[config.mk]
export PLATFORM = sky130hd
export DESIGN_NAME = player_ctrl
export DESIGN_NICKNAME = d
export VERILOG_FILES = /design/src/rtl/game_pkg.sv /design/src/rtl/anim_counter.sv /design/src/rtl/player_ctrl.sv
export SDC_FILE = /design/constraint.sdc
export NUM_CORES = 1
export LEC_CHECK = 0
export CAP_MARGIN = 15
export CORE_MARGIN = 2
export CORE_UTILIZATION = 40
export DETAILED_ROUTE_END_ITERATION = 8
export HOLD_SLACK_MARGIN = 0.05
export PLACE_DENSITY = 0.59
export SLEW_MARGIN = 20
export SYNTH_ARGS = -nofsm -noshare
export SYNTH_HDL_FRONTEND = slang
export SYNTH_HIERARCHICAL = 1
export SYNTH_SLANG_ARGS = --single-unit
[constraint.sdc]
create_clock -name clk -period 8.6 [get_ports clk]
set_input_delay 0.86 -clock clk [delete_from_list [all_inputs] [get_ports clk]]
set_output_delay 0.86 -clock clk [all_outputs]
set_load 0.005 [all_outputs]
[src/rtl/game_pkg.sv]
// Shared game encodings: game states, facing directions, playfield limits and stage spawns.
// The player controller and the draw path both import this package.
package game_pkg;

    typedef enum logic [3:0] {
        ST_TITLE    = 4'd0,
        ST_STAFF    = 4'd1,
        ST_STAGE1   = 4'd2,
        ST_SUCCESS1 = 4'd3,
        ST_STAGE2   = 4'd4,
        ST_SUCCESS2 = 4'd5,
        ST_STAGE3   = 4'd6,
        ST_SUCCESS3 = 4'd7,
        ST_FAIL     = 4'd8
    } game_state_t;

    typedef enum logic [1:0] {
        DIR_UP    = 2'd0,
        DIR_DOWN  = 2'd1,
        DIR_LEFT  = 2'd2,
        DIR_RIGHT = 2'd3
    } dir_t;

    typedef enum logic [1:0] {
        FSM_IDLE  = 2'd0,
        FSM_QUERY = 2'd1,
        FSM_MOVE  = 2'd2
    } move_state_t;

    localparam int TILE     = 10;
    localparam int X_MAX    = 310;
    localparam int Y_MAX    = 230;
    localparam int ANIM_DIV = 4;

    localparam logic [8:0] STAGE1_X = 9'd20;
    localparam logic [8:0] STAGE1_Y = 9'd20;
    localparam logic [8:0] STAGE2_X = 9'd20;
    localparam logic [8:0] STAGE2_Y = 9'd40;
    localparam logic [8:0] STAGE3_X = 9'd40;
    localparam logic [8:0] STAGE3_Y = 9'd20;

    typedef struct packed {
        logic [8:0] x;
        logic [8:0] y;
    } coord_t;

    function automatic logic is_play(input logic [3:0] st);
        return (st == ST_STAGE1) || (st == ST_STAGE2) || (st == ST_STAGE3);
    endfunction

    // Play states map to their own spawn; other states to the stage that comes next.
    function automatic coord_t spawn_for(input logic [3:0] st);
        coord_t c;
        case (st)
            ST_STAGE2, ST_SUCCESS1: c = '{x: STAGE2_X, y: STAGE2_Y};
            ST_STAGE3, ST_SUCCESS2: c = '{x: STAGE3_X, y: STAGE3_Y};
            default:                c = '{x: STAGE1_X, y: STAGE1_Y};
        endcase
        return c;
    endfunction

endpackage

[src/rtl/anim_counter.sv]
// Walk-animation divider: counts frame ticks and advances a 2-bit sprite frame every DIV ticks.
// clear has priority over enable and zeroes both the divider and the frame.
module anim_counter #(
    parameter int DIV = 4
) (
    input  logic       clk,
    input  logic       rst_n,
    input  logic       clear,
    input  logic       enable,
    output logic [1:0] frame
);

    localparam int CW = (DIV > 1) ? $clog2(DIV) : 1;
    localparam logic [CW-1:0] LAST = CW'(DIV - 1);

    logic [CW-1:0] cnt;

    always_ff @(posedge clk or negedge rst_n) begin
        if (!rst_n) begin
            cnt   <= '0;
            frame <= 2'd0;
        end else if (clear) begin
            cnt   <= '0;
            frame <= 2'd0;
        end else if (enable) begin
            if (cnt == LAST) begin
                cnt   <= '0;
                frame <= frame + 2'd1;
            end else begin
                cnt <= cnt + CW'(1);
            end
        end
    end

endmodule

[src/rtl/player_ctrl.sv]
// Player position and sprite controller: tile-by-tile grid movement gated by a collision
// query to the map, paced by frame_tick, plus stage spawns and the sticky unlock mask.
module player_ctrl
    import game_pkg::*;
(
    input  logic       clk,
    input  logic       rst_n,
    input  logic [3:0] state,
    input  logic       frame_tick,
    input  logic       key_up,
    input  logic       key_down,
    input  logic       key_left,
    input  logic       key_right,
    output logic       query_valid,
    output logic [8:0] query_x,
    output logic [8:0] query_y,
    input  logic       query_ready,
    input  logic       query_blocked,
    output logic [8:0] player_x,
    output logic [8:0] player_y,
    output logic [3:0] player_state,
    output logic [3:0] play_valid,
    output logic       moving
);

    localparam logic signed [9:0] TILE_S    = 10'(TILE);
    localparam logic signed [9:0] X_MAX_S   = 10'(X_MAX);
    localparam logic signed [9:0] Y_MAX_S   = 10'(Y_MAX);
    localparam logic [3:0]        LAST_STEP = 4'(TILE - 1);

    move_state_t       fsm;
    dir_t              dir;
    dir_t              key_dir;
    logic [3:0]        move_cnt;
    logic [3:0]        prev_state;
    logic [1:0]        frame;
    coord_t            spawn;
    logic              in_play;
    logic              stage_switch;
    logic              hold_idle;
    logic              any_key;
    logic signed [9:0] tgt_x;
    logic signed [9:0] tgt_y;
    logic              tgt_ok;
    logic              last_step;
    logic              anim_clear;
    logic              anim_enable;

    assign in_play      = is_play(state);
    assign stage_switch = in_play && is_play(prev_state) && (state != prev_state);
    assign hold_idle    = !in_play || stage_switch;
    assign spawn        = spawn_for(state);
    assign any_key      = key_up | key_down | key_left | key_right;

    always_comb begin
        key_dir = DIR_RIGHT;
        if (key_up)
            key_dir = DIR_UP;
        else if (key_down)
            key_dir = DIR_DOWN;
        else if (key_left)
            key_dir = DIR_LEFT;
    end

    // Target is formed one bit wider and signed so moves off the top/left edge go negative.
    always_comb begin
        tgt_x = signed'({1'b0, player_x});
        tgt_y = signed'({1'b0, player_y});
        case (key_dir)
            DIR_UP:    tgt_y = signed'({1'b0, player_y}) - TILE_S;
            DIR_DOWN:  tgt_y = signed'({1'b0, player_y}) + TILE_S;
            DIR_LEFT:  tgt_x = signed'({1'b0, player_x}) - TILE_S;
            DIR_RIGHT: tgt_x = signed'({1'b0, player_x}) + TILE_S;
        endcase
    end

    assign tgt_ok = (tgt_x >= 10'sd0) && (tgt_x <= X_MAX_S) &&
                    (tgt_y >= 10'sd0) && (tgt_y <= Y_MAX_S);

    assign last_step   = (fsm == FSM_MOVE) && frame_tick && (move_cnt == LAST_STEP);
    assign anim_clear  = hold_idle || (fsm != FSM_MOVE) || last_step;
    assign anim_enable = (fsm == FSM_MOVE) && frame_tick;

    anim_counter #(
        .DIV    (ANIM_DIV)
    ) u_anim (
        .clk    (clk),
        .rst_n  (rst_n),
        .clear  (anim_clear),
        .enable (anim_enable),
        .frame  (frame)
    );

    assign player_state = {dir, frame};

    always_ff @(posedge clk or negedge rst_n) begin
        if (!rst_n) begin
            fsm         <= FSM_IDLE;
            dir         <= DIR_UP;
            move_cnt    <= 4'd0;
            prev_state  <= ST_TITLE;
            player_x    <= STAGE1_X;
            player_y    <= STAGE1_Y;
            query_valid <= 1'b0;
            query_x     <= 9'd0;
            query_y     <= 9'd0;
            moving      <= 1'b0;
            play_valid  <= 4'b0010;
        end else begin
            prev_state <= state;

            if (state == ST_SUCCESS1) play_valid[2] <= 1'b1;
            if (state == ST_SUCCESS2) play_valid[3] <= 1'b1;
            if (state == ST_SUCCESS3) play_valid[0] <= 1'b1;

            // Leaving play or jumping between stages abandons any move and parks at the spawn.
            if (hold_idle) begin
                fsm         <= FSM_IDLE;
                query_valid <= 1'b0;
                moving      <= 1'b0;
                move_cnt    <= 4'd0;
                player_x    <= spawn.x;
                player_y    <= spawn.y;
            end else begin
                case (fsm)
                    FSM_IDLE: begin
                        if (any_key) begin
                            dir <= key_dir;
                            if (tgt_ok) begin
                                query_valid <= 1'b1;
                                query_x     <= tgt_x[8:0];
                                query_y     <= tgt_y[8:0];
                                fsm         <= FSM_QUERY;
                            end
                        end
                    end
                    FSM_QUERY: begin
                        if (query_ready) begin
                            query_valid <= 1'b0;
                            if (query_blocked) begin
                                fsm <= FSM_IDLE;
                            end else begin
                                fsm      <= FSM_MOVE;
                                move_cnt <= 4'd0;
                                moving   <= 1'b1;
                            end
                        end
                    end
                    FSM_MOVE: begin
                        if (frame_tick) begin
                            case (dir)
                                DIR_UP:    player_y <= player_y - 9'd1;
                                DIR_DOWN:  player_y <= player_y + 9'd1;
                                DIR_LEFT:  player_x <= player_x - 9'd1;
                                DIR_RIGHT: player_x <= player_x + 9'd1;
                            endcase
                            if (move_cnt == LAST_STEP) begin
                                fsm      <= FSM_IDLE;
                                moving   <= 1'b0;
                                move_cnt <= 4'd0;
                            end else begin
                                move_cnt <= move_cnt + 4'd1;
                            end
                        end
                    end
                    default: fsm <= FSM_IDLE;
                endcase
            end
        end
    end

endmodule

==> results of run 1 <==
[power groups by stage]
stage	Sequential, mW	Combinational, mW	Clock [mW]
after floorplan	0.343	0.194	0
after global placement	0.349	0.312	0
after detailed placement	0.350	0.319	0
after CTS	0.346	0.321	0.254
after global routing	0.350	0.357	0.266
final	0.344	0.318	0.248
[cells in the mapped netlist (3+ instances only)]
cell type,number
sky130_fd_sc_hd__dfrtp_1,53
sky130_fd_sc_hd__nand2_1,42
sky130_fd_sc_hd__o21ai_0,34
sky130_fd_sc_hd__nor2_1,33
sky130_fd_sc_hd__a21oi_1,32
sky130_fd_sc_hd__ha_1,30
sky130_fd_sc_hd__inv_1,28
sky130_fd_sc_hd__mux2_4,13
sky130_fd_sc_hd__xnor2_1,12
sky130_fd_sc_hd__mux2i_1,10
sky130_fd_sc_hd__nor2b_1,10
sky130_fd_sc_hd__nand3_1,9
sky130_fd_sc_hd__or3_1,9
sky130_fd_sc_hd__clkbuf_1,8
sky130_fd_sc_hd__a21o_1,7
sky130_fd_sc_hd__nor3_1,7
sky130_fd_sc_hd__xor2_1,7
sky130_fd_sc_hd__o21a_1,6
sky130_fd_sc_hd__a211oi_1,5
sky130_fd_sc_hd__a31oi_1,5
sky130_fd_sc_hd__nand2b_1,5
sky130_fd_sc_hd__and2_1,4
sky130_fd_sc_hd__buf_2,4
sky130_fd_sc_hd__buf_4,4
sky130_fd_sc_hd__dfstp_2,4
sky130_fd_sc_hd__fa_1,4
sky130_fd_sc_hd__a31o_2,3
sky130_fd_sc_hd__nand3b_1,3
sky130_fd_sc_hd__nor4_1,3
sky130_fd_sc_hd__o211ai_1,3
sky130_fd_sc_hd__o21ai_1,3
sky130_fd_sc_hd__o31ai_1,3
sky130_fd_sc_hd__o41ai_1,3
[sequential cells by signal (all words and copies together) (netlist names)]
signal,cells
fsm,2
moving,1
move_cnt,4
player_y,9
query_valid,1
prev_state,4
query_y,9
dir,2
play_valid,3
u_anim/frame,2
player_x,9
query_x,9
u_anim/cnt,2
[logic make-up (layout without fill, tap and decap cells)]
group | count (synthesis) | count (layout) | share of synthesized area
xor+xnor | 19 | 19 | 0.0402
fa+ha+maj | 36 | 36 | 0.115
compound gates | 126 | 126 | 0.201
buf+inv | 46 | 102 | 0.0501
flops | 57 | 57 | 0.346
other cells | 1 | 1 | 0.000905
simple gates | 140 | 140 | 0.170
mux | 25 | 25 | 0.0767
[worst min-delay path by stage]
stage                              startpoint                         to  slack [ns]  depth (start not counted)
finish              play_valid[0]$_DFFE_PN0N_  play_valid[0]$_DFFE_PN0N_        0.48                          1
global route        play_valid[0]$_DFFE_PN0N_  play_valid[0]$_DFFE_PN0N_        0.50                          1
CTS                 play_valid[0]$_DFFE_PN0N_  play_valid[0]$_DFFE_PN0N_        0.48                          1
detailed placement  play_valid[3]$_DFFE_PN0P_  play_valid[3]$_DFFE_PN0P_        0.46                          1
global placement    play_valid[0]$_DFFE_PN0N_  play_valid[0]$_DFFE_PN0N_        0.46                          1
floorplan           play_valid[0]$_DFFE_PN0N_  play_valid[0]$_DFFE_PN0N_        0.47                          1
[per-stage QoR]
step / total power, mW / hold WS (ns) / cell area [sq um] / instances
3_5_place_dp: 0.669 / 0.455 / 4780 / 626
5_1_grt: 0.973 / 0.504 / 4970 / 642
4_1_cts: 0.921 / 0.480 / 4970 / 642
3_3_place_gp: 0.661 / 0.461 / 4780 / 626
6_report: 0.910 / 0.475 / 4970 / 642
2_1_floorplan: 0.537 / 0.466 / 4140 / 450
[per-layer routing]
metal	up-vias	part of all wire	global-route usage
met1	1680	0.46	0.246
met4	0	0.015	0.0508
li1	1714	-	-
met3	10	0.056	0.0495
met2	73	0.46	0.296
met5	-	0	0
[layout make-up]
cell class                 instances  area share
tap                              136      0.0342
inverter                          28      0.0211
clock inverter                     6      0.0121
multi-input combinational        347       0.504
clock buffer                      10      0.0257
timing repair buffer              58       0.115
sequential                        57       0.288
[worst max-delay path, cell delays in order]
cell and delay [ns]:
sky130_fd_sc_hd__clkdlybuf4s50_1 0.71, sky130_fd_sc_hd__nand2b_1 0.32, sky130_fd_sc_hd__inv_1 0.11, sky130_fd_sc_hd__ha_1 0.34
sky130_fd_sc_hd__nor2b_1 0.16, sky130_fd_sc_hd__o31a_1 0.27, sky130_fd_sc_hd__or4_1 0.42, sky130_fd_sc_hd__a21oi_2 0.23
sky130_fd_sc_hd__a221oi_1 0.15, sky130_fd_sc_hd__a2111oi_4 0.40, sky130_fd_sc_hd__nand3_2 0.60, sky130_fd_sc_hd__mux2_4 0.50
==> run summary, run 1 <==
Run status - completed
Portion of total power attributed to combinational logic - 0.350
DRC - 0
Library cells used by synthesis - 68
Placer's final routability congestion estimate - 0.846
Summed negative setup slack over all endpoints - 0 ns
Fill cell count - 988
P_int - 0.620 mW
Number of buffers added on ports - 57
Worst R2R End - query_x[6]$_DFFE_PN0P_
Total power density per cell area - 183 nW/um^2
Clock Path Buffers - 2
Crit path kind - in -> reg
Pin count of the biggest net entering global routing - 58
Worst Path Required - 8.83 ns
CTS Hold Bufs - 0
Flop pwr share - 0.378
Max-cap violations - 0
Wire length of the first global-routing pass - 16.6 mm
Syn avg cell area - 9.21 sq um
Critical Path Fanout Max - 20
Most frequent cells in the layout - sky130_fd_sc_hd__clkdlybuf4s50_1, sky130_fd_sc_hd__dfrtp_1, sky130_fd_sc_hd__nand2_1
Number of levels the H-tree was split into - 3
Final clock skew - 0.00888 ns
Number of buffers created by CTS - 9
Proportion of layout cells with a drive suffix above 1 - 0.103
Worst slack after detailed placement - 3.39 ns
Number of diodes added for antenna fixing - 0
Routed via count - 3477
Share of flip-flops with an asynchronous set or reset - 1.00
Detail Route Antenna Nets - 0
CP Launch Type - input pin
Source of the worst register-to-register timing path - player_y[3]$_DFFE_PN0P_
Final critical-path setup slack - 3.74 ns
Worst relative slew slack - 0.316
Area of the multi-input gates - 2500 sq um
Post-synth design cell area - 4140 sq um
CP Capture Type - register
Actual slew at the worst max-slew pin - 1.02 ns
Worst-Skew Late Latency - 0.34 ns
CTS resizes - 0
Max IR drop VDD - 0.0845 mV
Net switching component of the power - 0.290 mW
Grt total ovfl - 0
Die Width - 106 um
CTS Root Buffer Type - sky130_fd_sc_hd__clkbuf_8
Hold violation total from the final report - 0
Register-to-Register Setup Slack - 4.93 ns
Cell type with the highest aggregate area in the netlist - sky130_fd_sc_hd__dfrtp_1
Area added between synthesis and finish - 20.0%
Total detailed-routing wirelength - 9.79 mm
Effective utilization at floorplan - 0.407
Top FF cell, synth - sky130_fd_sc_hd__dfrtp_1
Critical path arrival - 5.09 ns
Violation count after the first detailed-route iteration - 143
Aggregate global-route resource usage - 0.185
Number of clock sinks - 57
Setup Buffers After CTS - 0
HPWL after detailed placement - 7.13 mm
Top-area cell type share of the netlist area - 0.320
Die extent in y - 106 um
Antenna violations before repair - 0
Seq/Total Area, Yosys - 0.346
Portion of total power attributed to the clock network - 0.272
RSZ-0062 raised after global routing - no
Final period utilization - 0.565
Worst setup path startpoint - key_up
Final design utilization - 0.488
Die Outline Area - 11200 sq um
Time the worst path needs with I/O delays and setup - 4.86 ns
Post-layout net count - 548
Number of enable flip-flop cells after synthesis - 0
Register area - 1430 sq um
Lkg Pwr - 2.19 nW
Rows - 37
I/O pin cnt - 59
Number of detailed-route iterations in the first pass - 4
Class of the worst hold path - reg -> reg
Syn nets - 497
Final max-slew violation count - 0
F_max - 206 MHz
Core area - 10200 sq um
Clock transition time at the flip-flop clock pins of the worst setup and hold paths - 0.07 ns
Count of mapped cells out of synthesis - 450
Vias in the first global route - 3447
Register bit total from synthesis - 57
Synth area leaders - sky130_fd_sc_hd__dfrtp_1, sky130_fd_sc_hd__ha_1, sky130_fd_sc_hd__mux2_4, sky130_fd_sc_hd__o21ai_0, sky130_fd_sc_hd__a21oi_1
WL per Instance - 15.2 um
R2r worst-path depth - 9
Syn. warnings - 8
Worst setup path endpoint - query_x[6]$_DFFE_PN0P_
Leading cell type in the layout, fill and taps excluded - sky130_fd_sc_hd__clkdlybuf4s50_1
Average via count per standard cell - 5.42
Switching Fraction - 0.319
CTS tree - yes
Final setup viols - 0
Note: power is estimated with default switching activity, not from simulation.
==> run 2: changes to the inputs <==
Settings changed: PLACE_DENSITY 0.59 to 0.61.
Clock period 8.6 ns to 4.02 ns, I/O delays scaled along.
==> run 2 against run 1 <==
  * Sequential share of layout area is 0.54 points lower
  * Combinational power up 120%
  * Clock power rose by 130%
  * Register-to-register slack got worse by 4.2 ns
  * Global-route usage is 0.13 points lower
  * Sequential power rose by 110%
  * Worst hold slack worse by 0.38 ns
  * Non-clock buffer count up 9
  * Via count decreased by 0.35%
  * Wire length hardly changed
==> run summary, run 2 (same netlist as run 1, synthesis figures left out) <==
Time the worst path needs with I/O delays and setup - 3.56 ns
Aggregate global-route resource usage - 0.183
WL per Instance - 15.0 um
Average via count per standard cell - 5.32
Detail Route Antenna Nets - 0
Leading cell type in the layout, fill and taps excluded - sky130_fd_sc_hd__clkdlybuf4s50_1
F_max - 281 MHz
Area added between synthesis and finish - 22.3%
Total detailed-routing wirelength - 9.78 mm
Effective utilization at floorplan - 0.407
Number of levels the H-tree was split into - 3
Worst-Skew Late Latency - 0.34 ns
CTS resizes - 0
Violation count after the first detailed-route iteration - 175
R2r worst-path depth - 10
Actual slew at the worst max-slew pin - 0.814 ns
Final setup viols - 0
CTS tree - yes
Worst R2R End - query_y[0]$_DFFE_PN0P_
Number of diodes added for antenna fixing - 0
Max-cap violations - 0
Fill cell count - 960
Source of the worst register-to-register timing path - player_y[3]$_DFFE_PN0P_
Die Outline Area - 11200 sq um
Post-layout net count - 557
Total power density per cell area - 395 nW/um^2
DRC - 0
Clock Path Buffers - 2
Core area - 10200 sq um
CTS Hold Bufs - 0
Final clock skew - 0.0101 ns
Grt total ovfl - 0
Final period utilization - 0.886
Critical Path Fanout Max - 20
Placer's final routability congestion estimate - 0.867
Crit path kind - in -> reg
CTS Root Buffer Type - sky130_fd_sc_hd__clkbuf_8
Lkg Pwr - 2.24 nW
Rows - 37
Final max-slew violation count - 0
Register-to-Register Setup Slack - 0.74 ns
Pin count of the biggest net entering global routing - 31
Final design utilization - 0.497
Worst relative slew slack - 0.455
Register area - 1430 sq um
Number of buffers added on ports - 57
Worst Path Required - 4.24 ns
Class of the worst hold path - in -> async
Setup Buffers After CTS - 0
I/O pin cnt - 59
Number of detailed-route iterations in the first pass - 5
Die Width - 106 um
Die extent in y - 106 um
CP Launch Type - input pin
Number of clock sinks - 57
Vias in the first global route - 3372
Number of buffers created by CTS - 9
Proportion of layout cells with a drive suffix above 1 - 0.120
Routed via count - 3465
RSZ-0062 raised after global routing - no
Run status - completed
Summed negative setup slack over all endpoints - 0 ns
Area of the multi-input gates - 2500 sq um
CP Capture Type - register
Most frequent cells in the layout - sky130_fd_sc_hd__clkdlybuf4s50_1, sky130_fd_sc_hd__dfrtp_1, sky130_fd_sc_hd__nand2_1
Critical path arrival - 3.78 ns
Max IR drop VDD - 0.201 mV
Hold violation total from the final report - 0
Clock transition time at the flip-flop clock pins of the worst setup and hold paths - 0.07 ns
Wire length of the first global-routing pass - 16.4 mm
Antenna violations before repair - 0
HPWL after detailed placement - 7.28 mm
## run 2: cell types whose count changed in the layout (fill, tap and decap cells not counted)
cell	previous run	this run
sky130_fd_sc_hd__clkbuf_1	1	0
sky130_fd_sc_hd__clkbuf_8	9	12
sky130_fd_sc_hd__buf_4	1	10
sky130_fd_sc_hd__clkinv_2	3	1
## run 2: worst max path at each step
stage / cells after the start / slack [ns] / to / start
after floorplan: 13 / 0.56 / query_x[0]$_DFFE_PN0P_ / key_up
after global placement: 14 / 0.17 / query_y[0]$_DFFE_PN0P_ / key_up
after detailed placement: 13 / 0.13 / query_y[1]$_DFFE_PN0P_ / key_down
after CTS: 13 / 0.48 / query_y[1]$_DFFE_PN0P_ / key_down
after global routing: 13 / 0.28 / query_x[3]$_DFFE_PN0P_ / key_down
final: 13 / 0.46 / query_y[0]$_DFFE_PN0P_ / key_down
## run 2: power by group
group | total (mW) | switching [mW] | internal (mW) | leakage, nW
Combinational | 0.690 | 0.304 | 0.385 | 1.41
Clock | 0.576 | 0.241 | 0.336 | 0.105
Sequential | 0.734 | 0.0710 | 0.663 | 0.722
Total | 2.00 | 0.616 | 1.38 | 2.24
## run 2: cell type report
type,instances,share of cell area
timing repair buffer,67,0.126
sequential,57,0.283
multi-input combinational,347,0.494
tap,136,0.0336
inverter,28,0.0207
clock inverter,4,0.00988
clock buffer,12,0.0326
## run 2: per-layer routing
layer | track usage | share of wire | vias to the layer above
li1 | - | - | 1729
met1 | 0.253 | 0.47 | 1635
met2 | 0.288 | 0.47 | 91
met3 | 0.0495 | 0.049 | 10
met4 | 0.0442 | 0.0087 | 0
met5 | 0 | 0 | -
## run 2: worst max-delay path, cell delays in order
cell and delay (ns):
sky130_fd_sc_hd__clkdlybuf4s50_1 0.56, sky130_fd_sc_hd__nand2b_1 0.10, sky130_fd_sc_hd__buf_4 0.17, sky130_fd_sc_hd__ha_1 0.34, sky130_fd_sc_hd__o21a_1 0.21, sky130_fd_sc_hd__o31a_1 0.12, sky130_fd_sc_hd__or4_1 0.43, sky130_fd_sc_hd__a21oi_2 0.23
sky130_fd_sc_hd__a221oi_1 0.15, sky130_fd_sc_hd__a2111oi_4 0.39, sky130_fd_sc_hd__nand3_2 0.10, sky130_fd_sc_hd__buf_4 0.25, sky130_fd_sc_hd__mux2_4 0.33
## run 2: stage by stage
stage	hold slack (ns)	cells	setup WS, ns	area (sq um)	power (mW)
after floorplan	0.106	450	0.557	4140	1.15
after global placement	0.463	635	0.165	4850	1.42
after detailed placement	0.459	635	0.126	4850	1.44
after CTS	0.105	651	0.476	5070	2.02
after global routing	0.119	651	0.285	5070	2.14
final	0.0953	651	0.457	5070	2.00
==> run 3: changes to the inputs <==
Settings changed: ABC_CLOCK_PERIOD_IN_PS from default to 4019, CAP_MARGIN 15 to 20, GPL_TIMING_DRIVEN from default to 1.
==> results of run 3 <==
No change in the layout: final DEF, timing and power equal those of run 2.
